`config.mk`:
```
export PLATFORM = sky130hd
export DESIGN_NAME = elevator_call_scheduler
export DESIGN_NICKNAME = d
export VERILOG_FILES = /design/src/rtl/elevator_call_scheduler.sv
export SDC_FILE = /design/constraint.sdc
export NUM_CORES = 1
export LEC_CHECK = 0
export CAP_MARGIN = 20
export CORE_ASPECT_RATIO = 0.75
export CORE_MARGIN = 1
export CORE_UTILIZATION = 55
export CTS_BUF_LIST = sky130_fd_sc_hd__clkbuf_4 sky130_fd_sc_hd__clkbuf_8
export DETAILED_ROUTE_END_ITERATION = 12
export PLACE_DENSITY_LB_ADDON = 0.05
export RECOVER_POWER = 100
export SETUP_SLACK_MARGIN = 0.1
export SYNTH_ARGS = -nofsm -noshare
export SYNTH_HDL_FRONTEND = slang
export SYNTH_SLANG_ARGS = --single-unit
```
`constraint.sdc`:
```
create_clock -name CLK -period 3.3 [get_ports CLK]
set_input_delay 0.495 -clock CLK [delete_from_list [all_inputs] [get_ports CLK]]
set_output_delay 0.495 -clock CLK [all_outputs]
set_load 0.01 [all_outputs]
```
`src/rtl/elevator_call_scheduler.sv`:
```
// elevator_call_scheduler
// SCAN call scheduler for a small elevator. It latches cabin and hall calls and picks a
// travel direction. It drives registered motor and door commands and stops at each
// requested floor. A stalled move sets a sticky fault.
// Optional feature macro: DOOR_HOLD_EN adds the doorHold input, which keeps the door open.
module elevator_call_scheduler #(
    parameter int FLOORS       = 3,
    parameter int DOOR_CYCLES  = 8,
    parameter int MOVE_TIMEOUT = 1024
) (
    input  logic              CLK,
    input  logic              RST,
    input  logic [FLOORS-1:0] inCall,
    input  logic [FLOORS-1:0] outCall,
    input  logic [FLOORS-1:0] loc,
`ifdef DOOR_HOLD_EN
    input  logic              doorHold,
`endif
    output logic [1:0]        motor,
    output logic [FLOORS-1:0] door,
    output logic [FLOORS-1:0] pending,
    output logic [FLOORS-1:0] curFloor,
    output logic              fault
);

    localparam int TW = (DOOR_CYCLES > 2) ? $clog2(DOOR_CYCLES) : 1;
    localparam int CW = (MOVE_TIMEOUT > 2) ? $clog2(MOVE_TIMEOUT) : 1;
    localparam logic [TW-1:0]     TIMER_INIT = TW'(DOOR_CYCLES - 1);
    localparam logic [CW-1:0]     CNT_MAX    = CW'(MOVE_TIMEOUT - 1);
    localparam logic [FLOORS-1:0] BOT        = FLOORS'(1);
    localparam logic [FLOORS-1:0] TOP        = BOT << (FLOORS - 1);

    typedef enum logic [2:0] {
        S_IDLE,
        S_UP,
        S_DOWN,
        S_DOOR,
        S_FAULT
    } state_t;

    state_t            r_state;
    logic              r_dir;        // 1 = up, 0 = down
    logic [FLOORS-1:0] r_pending;
    logic [FLOORS-1:0] r_curFloor;
    logic [TW-1:0]     r_timer;
    logic [CW-1:0]     r_cnt;
    logic [1:0]        r_motor;
    logic [FLOORS-1:0] r_door;
    logic              r_fault;

    state_t            w_next_state;
    logic              w_next_dir;
    logic [TW-1:0]     w_timer_next;
    logic [CW-1:0]     w_cnt_next;
    logic [FLOORS-1:0] w_pend_next;
    logic [FLOORS-1:0] w_cur_next;
    logic [FLOORS-1:0] w_calls;
    logic [FLOORS-1:0] w_below_mask;
    logic [FLOORS-1:0] w_above_mask;
    logic              w_loc_onehot;
    logic              w_new_loc;
    logic              w_above;
    logic              w_below;
    logic              w_ahead;
    logic              w_behind;
    logic              w_hold;

`ifdef DOOR_HOLD_EN
    assign w_hold = doorHold;
`else
    assign w_hold = 1'b0;
`endif

    // Decode floor sensors and split pending calls into above/below the current floor.
    always_comb begin
        w_calls      = inCall | outCall;
        w_loc_onehot = (loc != '0) && ((loc & (loc - BOT)) == '0);
        w_cur_next   = w_loc_onehot ? loc : r_curFloor;
        w_new_loc    = w_loc_onehot && (loc != r_curFloor);
        w_below_mask = r_curFloor - BOT;
        w_above_mask = ~(r_curFloor | w_below_mask);
        w_above      = |(r_pending & w_above_mask);
        w_below      = |(r_pending & w_below_mask);
        w_ahead      = r_dir ? w_above : w_below;
        w_behind     = r_dir ? w_below : w_above;
    end

    // Next-state logic: SCAN direction choice, stop detection, door timer and move timeout.
    always_comb begin
        w_next_state = r_state;
        w_next_dir   = r_dir;
        w_timer_next = r_timer;
        w_cnt_next   = r_cnt;
        case (r_state)
            S_IDLE: begin
                if ((r_pending & r_curFloor) != '0) begin
                    w_next_state = S_DOOR;
                    w_timer_next = TIMER_INIT;
                end else if (w_above && (r_dir || !w_below)) begin
                    w_next_state = S_UP;
                    w_next_dir   = 1'b1;
                    w_cnt_next   = '0;
                end else if (w_below) begin
                    w_next_state = S_DOWN;
                    w_next_dir   = 1'b0;
                    w_cnt_next   = '0;
                end
            end
            S_UP, S_DOWN: begin
                // End floors force a stop so the cabin never overruns the shaft.
                if (w_loc_onehot && (((loc & r_pending) != '0) ||
                        ((r_state == S_UP) && (loc == TOP)) ||
                        ((r_state == S_DOWN) && (loc == BOT)))) begin
                    w_next_state = S_DOOR;
                    w_timer_next = TIMER_INIT;
                end else if (w_new_loc) begin
                    w_cnt_next = '0;
                end else if (r_cnt == CNT_MAX) begin
                    w_next_state = S_FAULT;
                end else begin
                    w_cnt_next = r_cnt + CW'(1);
                end
            end
            S_DOOR: begin
                // A fresh call at this floor is served by keeping the door open longer.
                if (((w_calls & w_cur_next) != '0) || w_hold) begin
                    w_timer_next = TIMER_INIT;
                end else if (r_timer == '0) begin
                    if (w_ahead) begin
                        w_next_state = r_dir ? S_UP : S_DOWN;
                        w_cnt_next   = '0;
                    end else if (w_behind) begin
                        w_next_state = r_dir ? S_DOWN : S_UP;
                        w_next_dir   = ~r_dir;
                        w_cnt_next   = '0;
                    end else begin
                        w_next_state = S_IDLE;
                    end
                end else begin
                    w_timer_next = r_timer - TW'(1);
                end
            end
            S_FAULT: begin
                w_next_state = S_FAULT;
            end
            default: begin
                w_next_state = S_IDLE;
            end
        endcase
        w_pend_next = (r_pending | w_calls) &
                      ~((w_next_state == S_DOOR) ? w_cur_next : '0);
    end

    // State register.
    always_ff @(posedge CLK or posedge RST) begin
        if (RST) begin
            r_state <= S_IDLE;
        end else begin
            r_state <= w_next_state;
        end
    end

    // Call latch, floor tracking, timers and registered Moore outputs.
    always_ff @(posedge CLK or posedge RST) begin
        if (RST) begin
            r_dir      <= 1'b1;
            r_pending  <= '0;
            r_curFloor <= BOT;
            r_timer    <= '0;
            r_cnt      <= '0;
            r_motor    <= 2'b00;
            r_door     <= '0;
            r_fault    <= 1'b0;
        end else begin
            r_dir      <= w_next_dir;
            r_pending  <= w_pend_next;
            r_curFloor <= w_cur_next;
            r_timer    <= w_timer_next;
            r_cnt      <= w_cnt_next;
            r_motor    <= (w_next_state == S_UP)   ? 2'b10 :
                          (w_next_state == S_DOWN) ? 2'b11 : 2'b00;
            r_door     <= (w_next_state == S_DOOR) ? w_cur_next : '0;
            r_fault    <= (w_next_state == S_FAULT);
        end
    end

    assign motor    = r_motor;
    assign door     = r_door;
    assign pending  = r_pending;
    assign curFloor = r_curFloor;
    assign fault    = r_fault;

endmodule

```
---- Yosys cells after proc, flatten, opt, wreduce, memory -nomap -nowiden ----
Cells that the tools add are included.
storage, ports and cells
  register bits ........................... 29
  input port bits ......................... 11
  logic and storage cells ................. 118
cells by class
  $add $sub $neg .......................... 4
  equality and inequality tests ........... 24
  muxes and demuxes ....................... 43
  bitwise operators ....................... 13
  reductions and logical operators ........ 25
operator list
  kind                                                                    count
  10-bit two-way mux                                                      10
  3-bit two-way mux                                                       14
  10-bit one-hot mux with 3 select lines                                  1
  3-bit AND                                                               7
  2-bit != test (second input constant)                                   8
  3-bit nonzero test                                                      5
  3-bit by 2-bit equality test with 1-bit output (second input constant)  4
  2-bit two-way mux                                                       6
  3-bit != test (second input constant)                                   4
  3-bit one-hot mux with 4 select lines                                   1
  10-bit by 1-bit adder with 10-bit output (second input constant)        1
  10-bit equality test (second input constant)                            1
  3-bit by 1-bit equality test with 1-bit output (second input constant)  3
  3-bit equality test (second input constant)                             3
  3-bit logical NOT                                                       3
  1-bit two-way mux                                                       9
  3-bit OR                                                                3
  3-bit one-hot mux with 3 select lines                                   1
  3-bit by 1-bit subtractor with 3-bit output (second input constant)     3
  8-bit AND reduction                                                     1
  7-bit AND reduction                                                     1
  1-bit logical AND                                                       6
  3-bit inverter                                                          2
  3-bit OR reduction                                                      2
  other kinds (8)                                                         10

---- Longest topological paths before layout ----
  depth in word-level cells ............... 15
  depth in mapped cells ................... 12

---- Worst setup path after synthesis ----
Ideal clock, no wire load.
  path kind ............................... reg2reg
  start ................................... reg r_curFloor[0] (netlist: curFloor[0])
  end ..................................... reg r_cnt[1]
  library setup time ...................... 125 ps
  data arrival time ....................... 2540 ps
  required time ........................... 3175 ps
  setup slack ............................. 635 ps
  stages on the path, launching flop included .. 11
  clock period less this slack ............ 2665 ps
  cells stage by stage .................... dfstp_2 -> buf_6 -> inv_1 -> ha_1 -> nand2b_1 -> and3_1 -> a31oi_1 -> o211ai_4 -> or3_1 -> buf_6 -> mux2_4
on the way
  cells in the longest elaborated chain, start to end .. 10
  elaborated cells on any way between the ends .. 33
  classes of those cells .................. add/sub: 1; eq/ne: 6; mux: 11; bitwise: 6; reduce/logical: 9
ends and longest elaborated chain
  item                                         line  source
  start: declaration                           44    logic [FLOORS-1:0] r_curFloor;
  start signal: assignment                     177   r_curFloor <= w_cur_next;
  3-bit by 1-bit subtractor with 3-bit output  80    w_below_mask = r_curFloor - BOT;
  3-bit OR                                     81    w_above_mask = ~(r_curFloor | w_below_mask);
  3-bit inverter                               81
  3-bit AND                                    82    w_above = |(r_pending & w_above_mask);
  3-bit OR reduction                           82
  1-bit two-way mux                            84    w_ahead = r_dir ? w_above : w_below;
  10-bit two-way mux                           129   if (w_ahead) begin
  10-bit two-way mux                           128   end else if (r_timer == '0) begin
  10-bit two-way mux                           126   if (((w_calls & w_cur_next) != '0) || w_hold) begin
  10-bit one-hot mux with 3 select lines       94    case (r_state)
  end signal: assignment                       179   r_cnt <= w_cnt_next;
  end: declaration                             46    logic [CW-1:0] r_cnt;
Several ways; a longest one is shown, not always the timed one. The select of a mux whose other input is x is not followed.
A chain may end at the register's enable or synchronous reset.

---- Worst setup path after layout ----
  start ................................... in loc[2]
  end ..................................... reg r_cnt[5]
on the way
  cells in the longest elaborated chain, start to end .. 9
  elaborated cells on any way between the ends .. 26
  classes of those cells .................. add/sub: 1; eq/ne: 6; mux: 4; bitwise: 3; reduce/logical: 12
ends and longest elaborated chain
  item                                         line  source
  start: declaration                           15    input logic [FLOORS-1:0] loc,
  3-bit by 1-bit subtractor with 3-bit output  77    w_loc_onehot = (loc != '0) && ((loc & (loc - BOT)) == '0);
  3-bit AND                                    77
  3-bit logical NOT                            77
  1-bit logical AND                            77
  3-bit two-way mux                            78    w_cur_next = w_loc_onehot ? loc : r_curFloor;
  3-bit AND                                    126
  3-bit nonzero test                           126
  2-bit != test (no source line)               -
  8-bit AND reduction (no source line)         -
Several ways; a longest one is shown, not always the timed one. The select of a mux whose other input is x is not followed.

==> run metrics <==
status=finished with violations; failing checks=DRC; synthesized net count=approximately 220; crit path capture type=flip-flop; f_max=roughly 330 MHz; Pins Over Slew Limit=0; first-pass GRT wire length=about 7.7 mm; I/O Buffers=22; final setup fails=0; Std-Cell Rows=18; ANT nets after route=0; Max Cap Viol=0; most frequent cells in the layout=dfrtp_1 (27), o21ai_0 (21), inv_1 (17), dlygate4sd3_1 (15), nor2_1 (14); I/O pin cnt=23; Layout area overhead=18.0%; H-tree levels=2; P per Cell Area=782 nW/um2; later-pin clock latency in the skew report=~0.29 ns; Main synth FF type=dfrtp_1; CP max FO=13; setup ws final=~0.25 ns; Routed WL=4.81 mm; Yosys warnings=0; clk root buf=clkbuf_8; clock buffer depth=2; GR Layer Usage met3=roughly 7.0%; DIE HEIGHT=around 53 um; post-route clock period utilization=between 90% and 100%; Mapped Area=between 1500 and 2000 um2; ys async rst share=100%; DRT Pass-1 Iters=11; GRT Total Usage=between 20% and 30%; CTS tree=yes; endpoints failing hold=0; area of the multi-input gates=around 1100 um2; sequential fraction of the synthesis area=38.0%; post-CTS sizing=0; half-perimeter wire length after placement=about 3.5 mm; Worst EP arrival=3.27 ns; register bit count reported by yosys=29; vias in the first global route=1,568; DR WL/cell=roughly 18 um; Clock Skew=about 0.0072 ns; M1 GR Usage=slightly above 40%; Layout Nets=about 250; TNS Setup=0 ns; worst hold stages=2; Cells after Synth=205; Reg clk slew, reported paths=0.06 ns; commonest non-fill, non-tap cell in the layout=dfrtp_1; Reg area=around 730 um2; Peak VDD IR=a little under 0.5 mV; initial antenna violation count=0; antenna cells=0; met2 Track Usage GR=between 30% and 40%; Startpoint Class=input pin; DR vias/cell=approximately 6.5; r2r worst-path depth=11; normalized max-slew margin=around two fifths; gr ovfl total=0; largest net degree at the start of global routing=17; Die Area=3730 um2; die width=approximately 70 um; Req. time, crit path=around 3.5 ns; LEAKAGE=0.991 nW; CP Class=input pin to flip-flop; via count=approximately 1,800; Hold Crit Class=flip-flop to flip-flop; Slew @ Worst Pin=0.874 ns; syn_area_per_cell=a little over 9 um2; Setup Slack @ Placement=between 0.2 and 0.25 ns; cts hold-fix bufs=0; drt drc=1; CTS Sinks=29; global placer's final weighted congestion=between 0.9 and 1; CTS buffer count=5; fraction of layout cells with a size suffix above 1=under 10%; RSZ-0062 raised after global routing=false; Setup Buffers After CTS=0; fin crit period=3.05 ns; filler cell count=about 260; layer with the highest usage=met1; Initial Util=57.9%; Cell variety after synth=60; Post-synth EDFFs=0; Iter 0 DRT Violations=about 170; core area=3310 um2
## power by group
part	switching [mW]	internal (mW)
clock network	0.138	0.164
registers	0.117	0.458
logic	0.520	0.371
## final timing paths
check                             from  slack (ns)    endpoint
setup / recovery                loc[2]        0.25    r_cnt[5]
hold / removal              r_timer[0]        0.54  r_timer[0]
min in group asynchronous          RST        0.68  r_timer[2]
max in group asynchronous          RST        1.44    r_cnt[5]
setup reg to reg           curFloor[1]        0.38    r_cnt[5]
hold reg to reg             r_timer[0]        0.54  r_timer[0]
## sequential cells by signal (all words and copies together), names as in the netlist, 2 cells and up
register  count
curFloor      3
r_state       3
pending       3
door          3
r_timer       3
r_cnt        10
motor         2
## kinds of logic after synthesis
logic type	share of synthesized area (%)
adders and majority gates	3.92
DFF	38.0
muxes	1.31
xor gates and xnor gates	1.31
AOI/OAI and AO/OA	29.4
buffers and inverters	5.81
and+or+nand+nor	20.2
## synth_stat cells, drive strengths merged, types with 2 or more instances
master  number  area share (%)
o41ai        2            0.91
dfrtp       27              35
a22oi        2            0.78
nor4b        6             2.7
a21oi        8             2.1
nand3b       2            0.78
nand3        7             1.8
o22a        10             4.6
inv         17             3.3
buf          4             1.7
o21ai       22             5.7
o22ai        2            0.65
dfstp        2             2.7
o21a         2            0.78
and3         8             2.6
xnor2        2             1.3
ha           6             3.9
nor2        15             3.1
a32o         2             1.0
o32a         3             1.6
a21o         2            0.78
a31oi        3            0.98
o211ai       3             1.9
nor4         2            0.65
clkbuf       4            0.78
or2          6             2.0
nand2b       3            0.98
nor3b        3             1.2
nand2        5            0.98
## per-stage QoR
stage | hold slack, ns | cell area [um2] | util (%) | total power, mW | instances
global route | 0.570 | 2260 | 68.3 | 1.89 | 273
finish | 0.545 | 2260 | 68.3 | 1.77 | 273
global placement | 0.512 | 2180 | 65.9 | 1.45 | 265
CTS | 0.547 | 2270 | 68.6 | 1.79 | 273
detailed placement | 0.535 | 2180 | 65.9 | 1.49 | 265
floorplan | 0.495 | 1920 | - | 1.19 | 205
## critical path, cell delays in order
cell and delay [ns]:
dlygate4sd3_1 0.71, or2_2 0.36, o32ai_1 0.34, and4bb_1 0.31, a21oi_1 0.29, or3_1 0.22, clkbuf_1 0.35, o22a_1 0.20
## layout make-up
class	instances	area share, %
Clock buffer	7	3.71
Multi-Input combinational cell	151	47.4
Timing Repair Buffer	28	11.4
Tap cell	40	2.21
Inverter	17	2.82
Sequential cell	29	32.2
Clock inverter	1	0.221
## per-layer routing
metal,vias up,wire length [um]
met2,74,2040
li1,841,-
met3,16,327
met5,-,0
met4,0,78
met1,852,2370
No activity file was read; power rests on OpenSTA's default activity.
